==> src/rtl/watch_set_ctrl_pkg.sv <==
// Shared types and default timing for the watch time-setting controller.
// Defaults assume a 50 MHz clock.
package watch_pkg;

  typedef enum logic [1:0] {
    MODE_RUN    = 2'd0,
    MODE_SET_HH = 2'd1,
    MODE_SET_MM = 2'd2,
    MODE_SET_SS = 2'd3
  } watch_mode_e;

  localparam int LONG_CYCLES_DEF    = 50_000_000;
  localparam int REPEAT_CYCLES_DEF  = 10_000_000;
  localparam int TIMEOUT_CYCLES_DEF = 500_000_000;
  localparam int BLINK_CYCLES_DEF   = 12_500_000;

  // One width for every counter: wide enough for the largest period plus a spare bit.
  function automatic int cnt_w(input int a, input int b, input int c, input int d);
    int m;
    m = a;
    if (b > m) m = b;
    if (c > m) m = c;
    if (d > m) m = d;
    return $clog2(m) + 1;
  endfunction

endpackage

==> src/rtl/watch_set_ctrl_if.sv <==
// Key inputs and timekeeper/display outputs of the time-setting controller.
interface watch_set_ctrl_if;
  logic       key_mode_i;
  logic       key_up_i;
  logic [1:0] mode_o;
  logic       run_en_o;
  logic       inc_o;
  logic       sec_clr_o;
  logic       blink_o;

  modport master (
    output key_mode_i, key_up_i,
    input  mode_o, run_en_o, inc_o, sec_clr_o, blink_o
  );

  modport slave (
    input  key_mode_i, key_up_i,
    output mode_o, run_en_o, inc_o, sec_clr_o, blink_o
  );
endinterface

==> src/rtl/watch_set_ctrl_key_hold_timer.sv <==
// Per-key edge detector with long-press auto-repeat.
// rise/rep are combinational from registers; the caller registers the strobes it derives.
module key_hold_timer
  import watch_pkg::*;
#(
  parameter int LONG_CYCLES   = LONG_CYCLES_DEF,
  parameter int REPEAT_CYCLES = REPEAT_CYCLES_DEF,
  parameter int CW            = cnt_w(LONG_CYCLES, REPEAT_CYCLES, 1, 1)
) (
  input  logic clk_i,
  input  logic rstn_i,
  input  logic key,
  input  logic clr,
  output logic level,
  output logic rise,
  output logic rep
);

  localparam logic [CW-1:0] LONG_M1 = CW'(LONG_CYCLES - 1);
  localparam logic [CW-1:0] REP_M1  = CW'(REPEAT_CYCLES - 1);

  logic          key_q, key_prev, primed, armed;
  logic [CW-1:0] hold_cnt, rep_cnt;

  // primed only sets once the key has been seen low, so a key held through reset never rises
  always_ff @(posedge clk_i or negedge rstn_i) begin
    if (!rstn_i) begin
      key_q    <= 1'b0;
      key_prev <= 1'b0;
      primed   <= 1'b0;
    end else begin
      key_q    <= key;
      key_prev <= key_q;
      primed   <= primed | ~key;
    end
  end

  assign level = key_q;
  assign rise  = key_q & ~key_prev & primed;
  assign rep   = armed & key_q & (hold_cnt == LONG_M1) & (rep_cnt == '0);

  // hold_cnt saturates at LONG-1; rep_cnt then paces the repeat period
  always_ff @(posedge clk_i or negedge rstn_i) begin
    if (!rstn_i) begin
      armed    <= 1'b0;
      hold_cnt <= '0;
      rep_cnt  <= '0;
    end else if (clr || !key_q) begin
      armed    <= 1'b0;
      hold_cnt <= '0;
      rep_cnt  <= '0;
    end else if (rise) begin
      armed    <= 1'b1;
      hold_cnt <= CW'(1);
      rep_cnt  <= '0;
    end else if (armed) begin
      if (hold_cnt != LONG_M1)  hold_cnt <= hold_cnt + CW'(1);
      else if (rep_cnt == REP_M1) rep_cnt <= '0;
      else                        rep_cnt <= rep_cnt + CW'(1);
    end
  end

endmodule

==> src/rtl/watch_set_ctrl.sv <==
// Time-setting controller: mode FSM, inc/sec-clear strobes with auto-repeat,
// idle timeout back to RUN and blink of the field being edited.
module watch_set_ctrl
  import watch_pkg::*;
#(
  parameter int LONG_CYCLES    = LONG_CYCLES_DEF,
  parameter int REPEAT_CYCLES  = REPEAT_CYCLES_DEF,
  parameter int TIMEOUT_CYCLES = TIMEOUT_CYCLES_DEF,
  parameter int BLINK_CYCLES   = BLINK_CYCLES_DEF
) (
  input logic             clk_i,
  input logic             rstn_i,
  watch_set_ctrl_if.slave bus
);

  localparam int CW = cnt_w(LONG_CYCLES, REPEAT_CYCLES, TIMEOUT_CYCLES, BLINK_CYCLES);
  localparam logic [CW-1:0] TIMEOUT_M1 = CW'(TIMEOUT_CYCLES - 1);
  localparam logic [CW-1:0] BLINK_M1   = CW'(BLINK_CYCLES - 1);

  logic          mode_lvl, mode_rise, mode_rep_unused;
  logic          up_lvl, up_rise, up_rep;
  logic          in_set, timeout, mode_chg;
  watch_mode_e   mode_q, mode_d;
  logic          inc_q, inc_d, clr_q, clr_d, blink_q, blink_d;
  logic [CW-1:0] idle_q, idle_d, blink_cnt_q, blink_cnt_d;

  key_hold_timer #(
    .LONG_CYCLES(LONG_CYCLES), .REPEAT_CYCLES(REPEAT_CYCLES), .CW(CW)
  ) u_mode_key (
    .clk_i(clk_i), .rstn_i(rstn_i), .key(bus.key_mode_i), .clr(mode_chg),
    .level(mode_lvl), .rise(mode_rise), .rep(mode_rep_unused)
  );

  key_hold_timer #(
    .LONG_CYCLES(LONG_CYCLES), .REPEAT_CYCLES(REPEAT_CYCLES), .CW(CW)
  ) u_up_key (
    .clk_i(clk_i), .rstn_i(rstn_i), .key(bus.key_up_i), .clr(mode_chg),
    .level(up_lvl), .rise(up_rise), .rep(up_rep)
  );

  always_ff @(posedge clk_i or negedge rstn_i) begin
    if (!rstn_i) begin
      mode_q      <= MODE_RUN;
      inc_q       <= 1'b0;
      clr_q       <= 1'b0;
      blink_q     <= 1'b1;
      idle_q      <= '0;
      blink_cnt_q <= '0;
    end else begin
      mode_q      <= mode_d;
      inc_q       <= inc_d;
      clr_q       <= clr_d;
      blink_q     <= blink_d;
      idle_q      <= idle_d;
      blink_cnt_q <= blink_cnt_d;
    end
  end

  // Priority: timeout, then MODE, then UP; a mode change always swallows the UP strobe
  always_comb begin
    mode_d  = mode_q;
    inc_d   = 1'b0;
    clr_d   = 1'b0;
    in_set  = (mode_q != MODE_RUN);
    timeout = in_set && !(mode_lvl || up_lvl) && (idle_q >= TIMEOUT_M1);
    if (timeout) begin
      mode_d = MODE_RUN;
    end else if (mode_rise) begin
      mode_d = watch_mode_e'(mode_q + 2'd1);
    end else if (in_set && (up_rise || up_rep)) begin
      if (mode_q == MODE_SET_SS) clr_d = up_rise;
      else                       inc_d = 1'b1;
    end
    mode_chg = (mode_d != mode_q);
  end

  always_comb begin
    idle_d = idle_q;
    if (!in_set || mode_chg || mode_lvl || up_lvl) idle_d = '0;
    else if (idle_q < TIMEOUT_M1)                 idle_d = idle_q + CW'(1);
  end

  // Blink phase restarts at 1 on every mode change
  always_comb begin
    blink_cnt_d = blink_cnt_q + CW'(1);
    blink_d     = blink_q;
    if (mode_chg || !in_set) begin
      blink_cnt_d = '0;
      blink_d     = 1'b1;
    end else if (blink_cnt_q == BLINK_M1) begin
      blink_cnt_d = '0;
      blink_d     = ~blink_q;
    end
  end

  assign bus.mode_o    = mode_q;
  assign bus.run_en_o  = (mode_q == MODE_RUN);
  assign bus.inc_o     = inc_q;
  assign bus.sec_clr_o = clr_q;
  assign bus.blink_o   = blink_q;

endmodule
==> src/flat_wrapper.sv <==
// flat-port wrapper written by rule: the top's interface ports become plain ports
module watch_set_ctrl_flat import watch_pkg::*;
#(
  parameter int LONG_CYCLES    = LONG_CYCLES_DEF,
  parameter int REPEAT_CYCLES  = REPEAT_CYCLES_DEF,
  parameter int TIMEOUT_CYCLES = TIMEOUT_CYCLES_DEF,
  parameter int BLINK_CYCLES   = BLINK_CYCLES_DEF
)
  (clk_i, rstn_i, bus_key_mode_i, bus_key_up_i, bus_mode_o, bus_run_en_o, bus_inc_o, bus_sec_clr_o, bus_blink_o);
  watch_set_ctrl_if bus_i ();
  input logic clk_i;
  input logic rstn_i;
  input wire logic [$bits(bus_i.key_mode_i)-1:0] bus_key_mode_i;
  input wire logic [$bits(bus_i.key_up_i)-1:0] bus_key_up_i;
  output wire logic [$bits(bus_i.mode_o)-1:0] bus_mode_o;
  output wire logic [$bits(bus_i.run_en_o)-1:0] bus_run_en_o;
  output wire logic [$bits(bus_i.inc_o)-1:0] bus_inc_o;
  output wire logic [$bits(bus_i.sec_clr_o)-1:0] bus_sec_clr_o;
  output wire logic [$bits(bus_i.blink_o)-1:0] bus_blink_o;
  assign bus_i.key_mode_i = bus_key_mode_i;
  assign bus_i.key_up_i = bus_key_up_i;
  assign bus_mode_o = bus_i.mode_o;
  assign bus_run_en_o = bus_i.run_en_o;
  assign bus_inc_o = bus_i.inc_o;
  assign bus_sec_clr_o = bus_i.sec_clr_o;
  assign bus_blink_o = bus_i.blink_o;
  watch_set_ctrl #(.LONG_CYCLES(LONG_CYCLES), .REPEAT_CYCLES(REPEAT_CYCLES), .TIMEOUT_CYCLES(TIMEOUT_CYCLES), .BLINK_CYCLES(BLINK_CYCLES)) u_core (.clk_i(clk_i), .rstn_i(rstn_i), .bus(bus_i));
endmodule
==> config.mk <==
export PLATFORM = sky130hd
export DESIGN_NAME = watch_set_ctrl_flat
export DESIGN_NICKNAME = d
export VERILOG_FILES = /design/src/rtl/watch_set_ctrl_pkg.sv /design/src/rtl/watch_set_ctrl_if.sv /design/src/rtl/watch_set_ctrl_key_hold_timer.sv /design/src/rtl/watch_set_ctrl.sv /design/src/flat_wrapper.sv
export SDC_FILE = /design/constraint.sdc
export NUM_CORES = 1
export LEC_CHECK = 0
export CAP_MARGIN = 20
export CORE_ASPECT_RATIO = 0.8
export CORE_MARGIN = 5
export CORE_UTILIZATION = 40
export DETAILED_ROUTE_END_ITERATION = 8
export SLEW_MARGIN = 20
export SYNTH_ARGS = -nofsm -noshare
export SYNTH_HDL_FRONTEND = slang
export SYNTH_SLANG_ARGS = --single-unit
==> constraint.sdc <==
create_clock -name clk_i -period 5.2 [get_ports clk_i]
set_clock_uncertainty 0.05 [all_clocks]
set_input_delay 0.52 -clock clk_i [delete_from_list [all_inputs] [get_ports clk_i]]
set_output_delay 0.52 -clock clk_i [all_outputs]
set_load 0.02 [all_outputs]
# [Word-level counts from Yosys, hierarchy flattened]
# Cells that the tools add are included.
[word_totals] register_bits=132 output_inout_bits=6
[op_classes] addsub=5 magnitude_cmp=2 eq_ne=7 n_mux=27 bitwise=14 n_reduce_logical=22
[ops] op="30-bit two-way mux" count=13
[ops] op="30-bit by 1-bit adder with 30-bit output, second input constant" count=4
[ops] op="30-bit by 24-bit equality test with 1-bit output, second input constant" count=2
[ops] op="30-bit by 26-bit equality test with 1-bit output, second input constant" count=1
[ops] op="30-bit by 29-bit >= comparator with 1-bit output, second input constant" count=1
[ops] op="30-bit zero test" count=1
[ops] op="30-bit by 29-bit < comparator with 1-bit output, second input constant" count=1
[ops] op="30-bit by 26-bit inequality test with 1-bit output, second input constant" count=1
[ops] op="1-bit two-way mux" count=12
[ops] op="2-bit nonzero test" count=4
[ops] op="1-bit AND" count=7
[ops] op="1-bit logical OR" count=6
[ops] op="3-bit nonzero test" count=2
[ops] op="1-bit NOT" count=5
[ops] op="2-bit two-way mux" count=2
[ops] op="2-bit AND reduction" count=2
[ops] op="1-bit logical AND" count=3
[ops] op="1-bit zero test" count=3
[ops] op="3-bit by 2-bit inequality test with 1-bit output, second input constant" count=1
[ops] op="2-bit by 1-bit adder with 2-bit output, second input constant" count=1
[ops] op="2-bit equality test, second input constant" count=1
[ops] op="2-bit zero test" count=1
[ops] op="2-bit inequality test" count=1
[ops] op="1-bit OR" count=2

# [Logic depth before layout (Yosys ltp)]
# Gate-level depths: netlist of the first run.
[logic_depth] ltp_word=10 mapped_depth=8 mapped_depth_nobuf=8

# [By module]
# Synthesis of the first run repeated with hierarchy kept, for this count alone.
[unflattened] hier_cells=1239 hier_area_um2=11024.3
[modules_own_cells] mod="key_hold_timer" instances=2 cells_per_inst=434 area_per_inst_um2=3783.6 seq_area_each_um2=1601.5
[modules_own_cells] mod="watch_set_ctrl" instances=1 cells_per_inst=371 area_per_inst_um2=3457.1 seq_area_each_um2=1627.8

# [Worst setup path before layout of the first run]
# OpenSTA, ideal clock, no wires.
[synth_path] path_kind="register to register" from="register u_core.mode_q[0] (netlist: u_core.bus.mode_o[0])" to="register u_core.blink_cnt_q[21]" setup_time_ps=119 arrival_time_ps=2210 required_ps=5031 slack_ps=2821 stages_incl_launch_ff=8 n_path_buf=1 synth_period_minus_slack_ps=2379 path_cell_list="dfrtp_1 inv_1 ha_1 nor3_1 inv_1 o311ai_4 buf_4 nor2_1"
[synth_between] elab_chain_cells=7 elab_cells_between_ends=10 classes_between="add/sub: 1; eq/ne: 1; mux: 3; reduce/logical: 5"
[synth_lines] element="start, declared" line_no="watch_set_ctrl.sv:23" source="watch_mode_e mode_q, mode_d;"
[synth_lines] element="start signal, assigned" line_no="watch_set_ctrl.sv:50" source="mode_q <= mode_d;"
[synth_lines] element="parallel branches: the longest is 5 deep, another holds 2-bit by 1-bit adder with 2-bit output"
[synth_lines] element="1-bit logical OR (*)" line_no="watch_set_ctrl.sv:87" source="if (mode_chg || !in_set) begin"
[synth_lines] element="30-bit two-way mux (*)" line_no="watch_set_ctrl.sv:87"
[synth_lines] element="via u_core.blink_cnt_d[21]" line_no="watch_set_ctrl.sv:25" source="logic [CW-1:0] idle_q, idle_d, blink_cnt_q, blink_cnt_d;"
[synth_lines] element="end signal, assigned" line_no="watch_set_ctrl.sv:55" source="blink_cnt_q <= blink_cnt_d;"
[synth_lines] element="end, declared" line_no="watch_set_ctrl.sv:25"
# Mark *: on every way through the listed nets, which the timed path passes.
# A chain may end at the register's enable or synchronous reset.

# [Worst setup path in the final report of the first run]
[layout_path] from="register u_core.idle_q[14]" to="register u_core.blink_cnt_q[7]"
[layout_between] elab_chain_cells=6
[layout_lines] element="start, declared" line_no="watch_set_ctrl.sv:25"
[layout_lines] element="start signal, assigned" line_no="watch_set_ctrl.sv:54" source="idle_q <= idle_d;"
[layout_lines] element="30-bit by 29-bit >= comparator with 1-bit output" line_no="watch_set_ctrl.sv:65" source="timeout = in_set && !(mode_lvl || up_lvl) && (idle_q >= TIMEOUT_M1);"
[layout_lines] element="1-bit logical AND" line_no="watch_set_ctrl.sv:65"
[layout_lines] element="2-bit two-way mux" line_no="watch_set_ctrl.sv:66" source="if (timeout) begin"
[layout_lines] element="2-bit inequality test" line_no="watch_set_ctrl.sv:74" source="mode_chg = (mode_d != mode_q);"
[layout_lines] element="1-bit logical OR" line_no="watch_set_ctrl.sv:87"
[layout_lines] element="30-bit two-way mux" line_no="watch_set_ctrl.sv:87"
[layout_lines] element="via u_core.blink_cnt_d[7]" line_no="watch_set_ctrl.sv:25"
# The timed path passes the listed nets, and every way through them passes these cells.

==> impl_metrics.yaml, run 1 <==
worst_setup_path:
  slowest_delay_ns: 0.68
  cp_top_family: "simple AND/OR/NAND/NOR gates"
  crit_required_ns: 5.41
  r2r_start: "u_core.idle_q[14]$_DFFE_PN0P_"
  critPathMaxFanout: 16
  worstSetupPathType: "reg2reg"
  crit_buf_inv: 0
  critPathLaunch: "u_core.idle_q[14]$_DFFE_PN0P_"
  endpoint_kind: "register"
  worst_r2r_path_depth: 6
  critical_path.cell_chain: "nand4_1 > nor4b_1 > and3_2 > nor2_4 > o31ai_4 > nor2_1"
  r2r_end: "u_core.blink_cnt_q[7]$_DFF_PN0_"
  critPathCapture: "u_core.blink_cnt_q[7]$_DFF_PN0_"
  cp_slowest_cell: "o31ai_4"
  r2r_setup_slack_ns: 2.50
  critPathLaunchType: "register"
  cp.arrival_ns: 2.91
  worst-path-stages: 6
flow_run:
  maxCapViolCount: 0
floorplanning:
  ios: 10
  fp-row-count: 43
  die_area_mm2: 0.0206
  core_region_area_mm2: 0.0174
  die_width_um: 159
  initial_core_util: 0.409
  die_h_um: 129
pwr:
  p_sw_frac: 0.260
  power_density_mw_per_mm2: 306
  p_int_mw: 1.80
  power_switching_uw: 631
  ir_drop_mv: 0.168
  clkPwrFrac: 0.446
  p_total_mw: 2.43
  leakagePower_nw: 3.02
  seqPwrFrac: 0.447
  pwr-share-comb: 0.107
synthesis:
  syn_area_mm2: 0.00713
  ys_top_cells_by_area: "dfrtp_1, nor2_1, xnor2_1"
  ys_ff_latch: 132
  syn-num-nets: 788
  synth_top_area_frac: 0.460
  yosysMostFrequentCell: "dfrtp_1"
  ys.flop_type: "dfrtp_1"
  synth_edf_count: 0
  synth_async_sr_flop_share: 1.00
  synth_top_area_cell: "dfrtp_1"
  synthCells: 777
  synth.distinct_cells: 62
  synth_warnings: 0
  ys_top_cells_by_count: "dfrtp_1, nor2_1, nand2_1"
  ys_seq_area_frac: 0.463
  postSynthAreaPerCell_um2: 9.18
layout:
  multi_input_area_mm2: 0.00363
  finalNetCount: 793
  layout.area.seq_mm2: 0.00330
  final_util: 0.456
  diodes: 0
  final_layout_size_suffix_gt1_frac: 0.0757
  stdcell_area_mm2: 0.00795
  syn_to_final_growth_pct: 11.4
  fillers: 1615
sta:
  max_slew_margin: 0.402
  finalHoldViolations: 0
  rsz0062_at_grt: "false"
  whs_ns: 0.119
  fin_crit_ns: 2.70
  max_freq_ghz: 0.371
  setup_violations: 0
  drv_slew: 0
  tns_ns: 0
  timing.final.crit_share: 0.519
  worstMarginPinSlew_ns: 0.893
global_route:
  grt.total_usage: 0.165
  first_global_vias: 5733
  grt_max_degree: 82
  grt_pass1_wl_um: 28400
  antenna_found_initial: 0
  grt_overflow_total: 0
place:
  dp_hpwl_um: 10600
  port_buffers: 9
  gp_congestion: 0.849
  dpl_cell_area_mm2: 0.00739
cts:
  clk_pin_slew_worst_paths_ns: 0.06
  insertion_delay_ns: 0.41
  cts_hold_buf: 0
  post_cts_resized: 0
  cts_inserted_buffers: 17
  root_buffer: "clkbuf_16"
  cts_tree: "done"
  postCtsSetupRepairBufs: 0
  clkSinkCount: 132
  htree_levels: 4
  cts_buffer_depth: 2
worst_hold_path:
  hold_class: "in2async"
route:
  drtPass1Iterations: 5
  drc: 0
  finalWirelength_um: 16200
  drt_first_iter_violations: 591
  viasPerCell: 5.75
  num_vias: 5849
  ant_nets: 0
  wire_per_inst_um: 15.9
status:
  status: "finished, final reports clean"
-- metal layers --
| metal | vias up | track usage | wire [um] |
|---|---|---|---|
| li1 | 2807 | - | - |
| met1 | 2913 | 0.236 | 8040 |
| met2 | 112 | 0.254 | 7340 |
| met3 | 17 | 0.0385 | 637 |
| met4 | 0 | 0.0451 | 191 |
| met5 | - | 0 | 0 |
-- cell type report --
type | count | area share
Clock inverter | 4 | 0.00283
Timing Repair Buffer | 13 | 0.0162
Inverter | 18 | 0.00850
Tap cell | 225 | 0.0354
Sequential cell | 132 | 0.416
Clock buffer | 26 | 0.0641
Multi-Input combinational cell | 600 | 0.457
-- flip-flops by register name (all words and copies together), names as in the netlist, 2 cells and up --
signal                    cells
u_core.blink_cnt_q           30
u_core.bus.mode_o             2
u_core.u_up_key.rep_cnt      30
u_core.idle_q                30
u_core.u_up_key.hold_cnt     30
-- kinds of logic after synthesis --
| kind of cell | synth area share |
|---|---|
| compound gates | 0.101 |
| xor+xnor | 0.0835 |
| fa+ha+maj | 0.0123 |
| buf+inv | 0.0281 |
| flops | 0.463 |
| mux | 0.00281 |
| simple gates | 0.309 |
-- power by group through the flow --
stage	clock network [mW]	logic [mW]	registers [mW]
after global placement	0	0.254	1.10
after detailed placement	0	0.262	1.11
after CTS	1.12	0.265	1.09
final	1.08	0.259	1.09
after floorplan	0	0.161	1.11
after global routing	1.16	0.292	1.09
-- through the flow --
step	worst slack, ns	cells
final	2.50	1018
after global routing	2.31	1018
after CTS	2.30	1016
after detailed placement	2.28	986
after global placement	2.39	986
after floorplan	2.82	777
-- worst min path at each step --
stage | from | to | slack [ns] | depth (start not counted)
2_1_floorplan | rstn_i | u_core.blink_cnt_q[0]$_DFF_PN0_ | 0.17 | 0
3_5_place_dp | u_core.u_mode_key.level$_DFF_PN0_ | u_core.u_mode_key.key_prev$_DFF_PN0_ | 0.36 | 0
3_3_place_gp | u_core.u_mode_key.level$_DFF_PN0_ | u_core.u_mode_key.key_prev$_DFF_PN0_ | 0.36 | 0
6_report | rstn_i | u_core.u_up_key.rep_cnt[14]$_DFFE_PN0P_ | 0.12 | 1
4_1_cts | rstn_i | u_core.u_up_key.rep_cnt[23]$_DFFE_PN0P_ | 0.15 | 1
5_1_grt | rstn_i | u_core.u_up_key.rep_cnt[21]$_DFFE_PN0P_ | 0.19 | 1
-- cells in the final DEF, fill, tap and decap left out, types with 4 or more instances in the layout --
master	count
a21oi_1	53
a31oi_1	13
and2_1	5
and3_1	19
and4_1	12
clkbuf_1	4
clkbuf_16	17
clkbuf_8	5
clkdlybuf4s50_1	8
dfrtp_1	131
ha_1	7
inv_1	18
nand2_1	61
nand3_1	44
nand3b_1	8
nand4_1	33
nand4b_1	4
nor2_1	103
nor2b_1	5
nor3_1	31
nor4_1	19
nor4b_1	6
o21ai_0	36
or3_1	15
or4_1	9
xnor2_1	35
xor2_1	33
-- worst register-to-register path: stages (launching register included) --
cell	delay (ns)
dfrtp_1	0.45
nand4_1	0.14
nor4b_1	0.46
and3_2	0.47
nor2_4	0.17
o31ai_4	0.68
nor2_1	0.12
No activity file was read; power rests on OpenSTA's default activity.
==> run 2, diff against run 1 <==
- clock period: 5.2 -> 2.2 ns (I/O delays scaled with it)
==> impl_metrics.yaml, run 2 (same netlist as run 1, synthesis figures left out) <==
worst_setup_path:
  crit_required_ns: 2.49
  critical_path.cell_chain: "nor4bb_1 > and4_4 > and4_4 > nand2b_4 > or4_1 > a21oi_1"
  worstSetupPathType: "reg2reg"
  worst_r2r_path_depth: 6
  r2r_setup_slack_ns: 0.05
  cp_top_family: "simple AND/OR/NAND/NOR gates"
  critPathLaunch: "u_core.u_up_key.hold_cnt[10]$_DFFE_PN0P_"
  cp_slowest_cell: "or4_1"
  critPathLaunchType: "register"
  slowest_delay_ns: 0.49
  critPathMostFrequentCell: "and4_4"
  r2r_end: "u_core.u_up_key.rep_cnt[17]$_DFFE_PN0P_"
  crit_buf_inv: 0
  critPathMaxFanout: 8
  cp.arrival_ns: 2.45
  r2r_start: "u_core.u_up_key.hold_cnt[10]$_DFFE_PN0P_"
  endpoint_kind: "register"
layout:
  most-common-layout-cells: "dfrtp_1, nor2_1, nand2_1"
  syn_to_final_growth_pct: 22.4
  fillers: 1612
  finalNetCount: 850
  final_common_cell: "dfrtp_1"
  stdcell_area_mm2: 0.00873
  final_layout_size_suffix_gt1_frac: 0.170
  diodes: 0
  final_util: 0.501
sta:
  max_slew_margin: 0.675
  rsz0062_at_grt: "true"
  tns_ns: 0
  whs_ns: 0.213
  worstMarginPinSlew_ns: 0.487
  finalHoldViolations: 0
  fin_crit_ns: 2.15
  drv_slew: 0
  timing.final.crit_share: 0.979
  setup_violations: 0
  max_freq_ghz: 0.464
route:
  drc: 0
  drt_first_iter_violations: 415
  wire_per_inst_um: 15.6
  drtPass1Iterations: 5
  ant_nets: 0
  finalWirelength_um: 16900
  num_vias: 6080
  viasPerCell: 5.65
pwr:
  pwr-share-comb: 0.120
  leakagePower_nw: 3.44
  power_density_mw_per_mm2: 750
  clkPwrFrac: 0.489
  ir_drop_mv: 0.455
  seqPwrFrac: 0.391
  power_switching_mw: 1.64
  p_total_mw: 6.54
  p_sw_frac: 0.251
  p_int_mw: 4.90
global_route:
  grt_pass1_wl_um: 29200
  grt.total_usage: 0.169
  antenna_found_initial: 0
  grt_overflow_total: 0
  first_global_vias: 6015
  grt_max_degree: 58
place:
  dp_hpwl_um: 11300
  port_buffers: 9
  gp_congestion: 0.871
  dpl_cell_area_mm2: 0.00787
floorplanning:
  core_region_area_mm2: 0.0174
  die_h_um: 129
  fp-row-count: 43
  ios: 10
  die_width_um: 159
  die_area_mm2: 0.0206
  initial_core_util: 0.409
flow_run:
  maxCapViolCount: 0
cts:
  htree_levels: 4
  clk_pin_slew_worst_paths_ns: 0.06
  cts_tree: "done"
  root_buffer: "clkbuf_16"
  insertion_delay_ns: 0.42
  cts_buffer_depth: 2
  cts_inserted_buffers: 17
  clkSinkCount: 132
status:
  status: "finished, final reports clean"
worst_hold_path:
  hold_depth: 1
  whs_endpoint: "u_core.u_up_key.level$_DFF_PN0_"
  hold_start: "bus_key_up_i"
  hold_class: "in2reg"
==> run 2: per-stage QoR <==
stage / cells / setup WS (ns)
final: 1077 / 0.0453
after global routing: 1077 / -0.0301
after detailed placement: 1041 / -0.0351
after CTS: 1074 / 0.00837
after global placement: 1041 / 0.0668
after floorplan: 777 / 0.0114
==> run 2: how the worst max path moves through the flow <==
| stage | end | slack [ns] | cells after the start |
|---|---|---|---|
| 6_report | u_core.u_up_key.rep_cnt[17]$_DFFE_PN0P_ | 0.05 | 6 |
| 4_1_cts | u_core.idle_q[16]$_DFFE_PN0P_ | 0.008 | 7 |
| 2_1_floorplan | u_core.blink_cnt_q[21]$_DFF_PN0_ | 0.01 | 7 |
| 5_1_grt | u_core.u_up_key.rep_cnt[20]$_DFFE_PN0P_ | -0.03 | 7 |
| 3_5_place_dp | u_core.idle_q[5]$_DFFE_PN0P_ | -0.04 | 6 |
| 3_3_place_gp | u_core.idle_q[16]$_DFFE_PN0P_ | 0.07 | 7 |
==> run 2: what timing repair did <==
item | CTS | global route
hold buffers | 1 | 0
gates resized for setup | 2 | 30
setup endpoints to repair | 3 | 91
pin swaps | 0 | 7
hold endpoints to repair | 45 | 0
setup buffers | 0 | 3
==> run 2: routing by layer <==
layer  vias up  share of wire  GRT usage
met4         0          0.015     0.0552
met1      2988           0.48      0.235
met5         -              0          0
li1       2927              -          -
met2       138           0.47      0.268
met3        27          0.038     0.0359
==> run 2: final cells by class <==
| class | instances | area (um^2) | share of cell area |
|---|---|---|---|
| clock inverters | 12 | 200 | 0.0229 |
| flip-flops and latches | 132 | 3310 | 0.379 |
| repair buffers | 70 | 617 | 0.0707 |
| well taps | 225 | 282 | 0.0322 |
| inverters | 18 | 67.6 | 0.00774 |
| clock buffers | 20 | 467 | 0.0535 |
| multi-input cells | 600 | 3790 | 0.434 |
==> run 2: power by group through the flow <==
stage | Combinational, mW | Clock (mW) | Sequential (mW)
floorplan | 0.384 | 0 | 2.62
global placement | 0.742 | 0 | 2.60
detailed placement | 0.764 | 0 | 2.60
CTS | 0.768 | 3.25 | 2.56
global route | 0.863 | 3.36 | 2.57
finish | 0.784 | 3.20 | 2.56
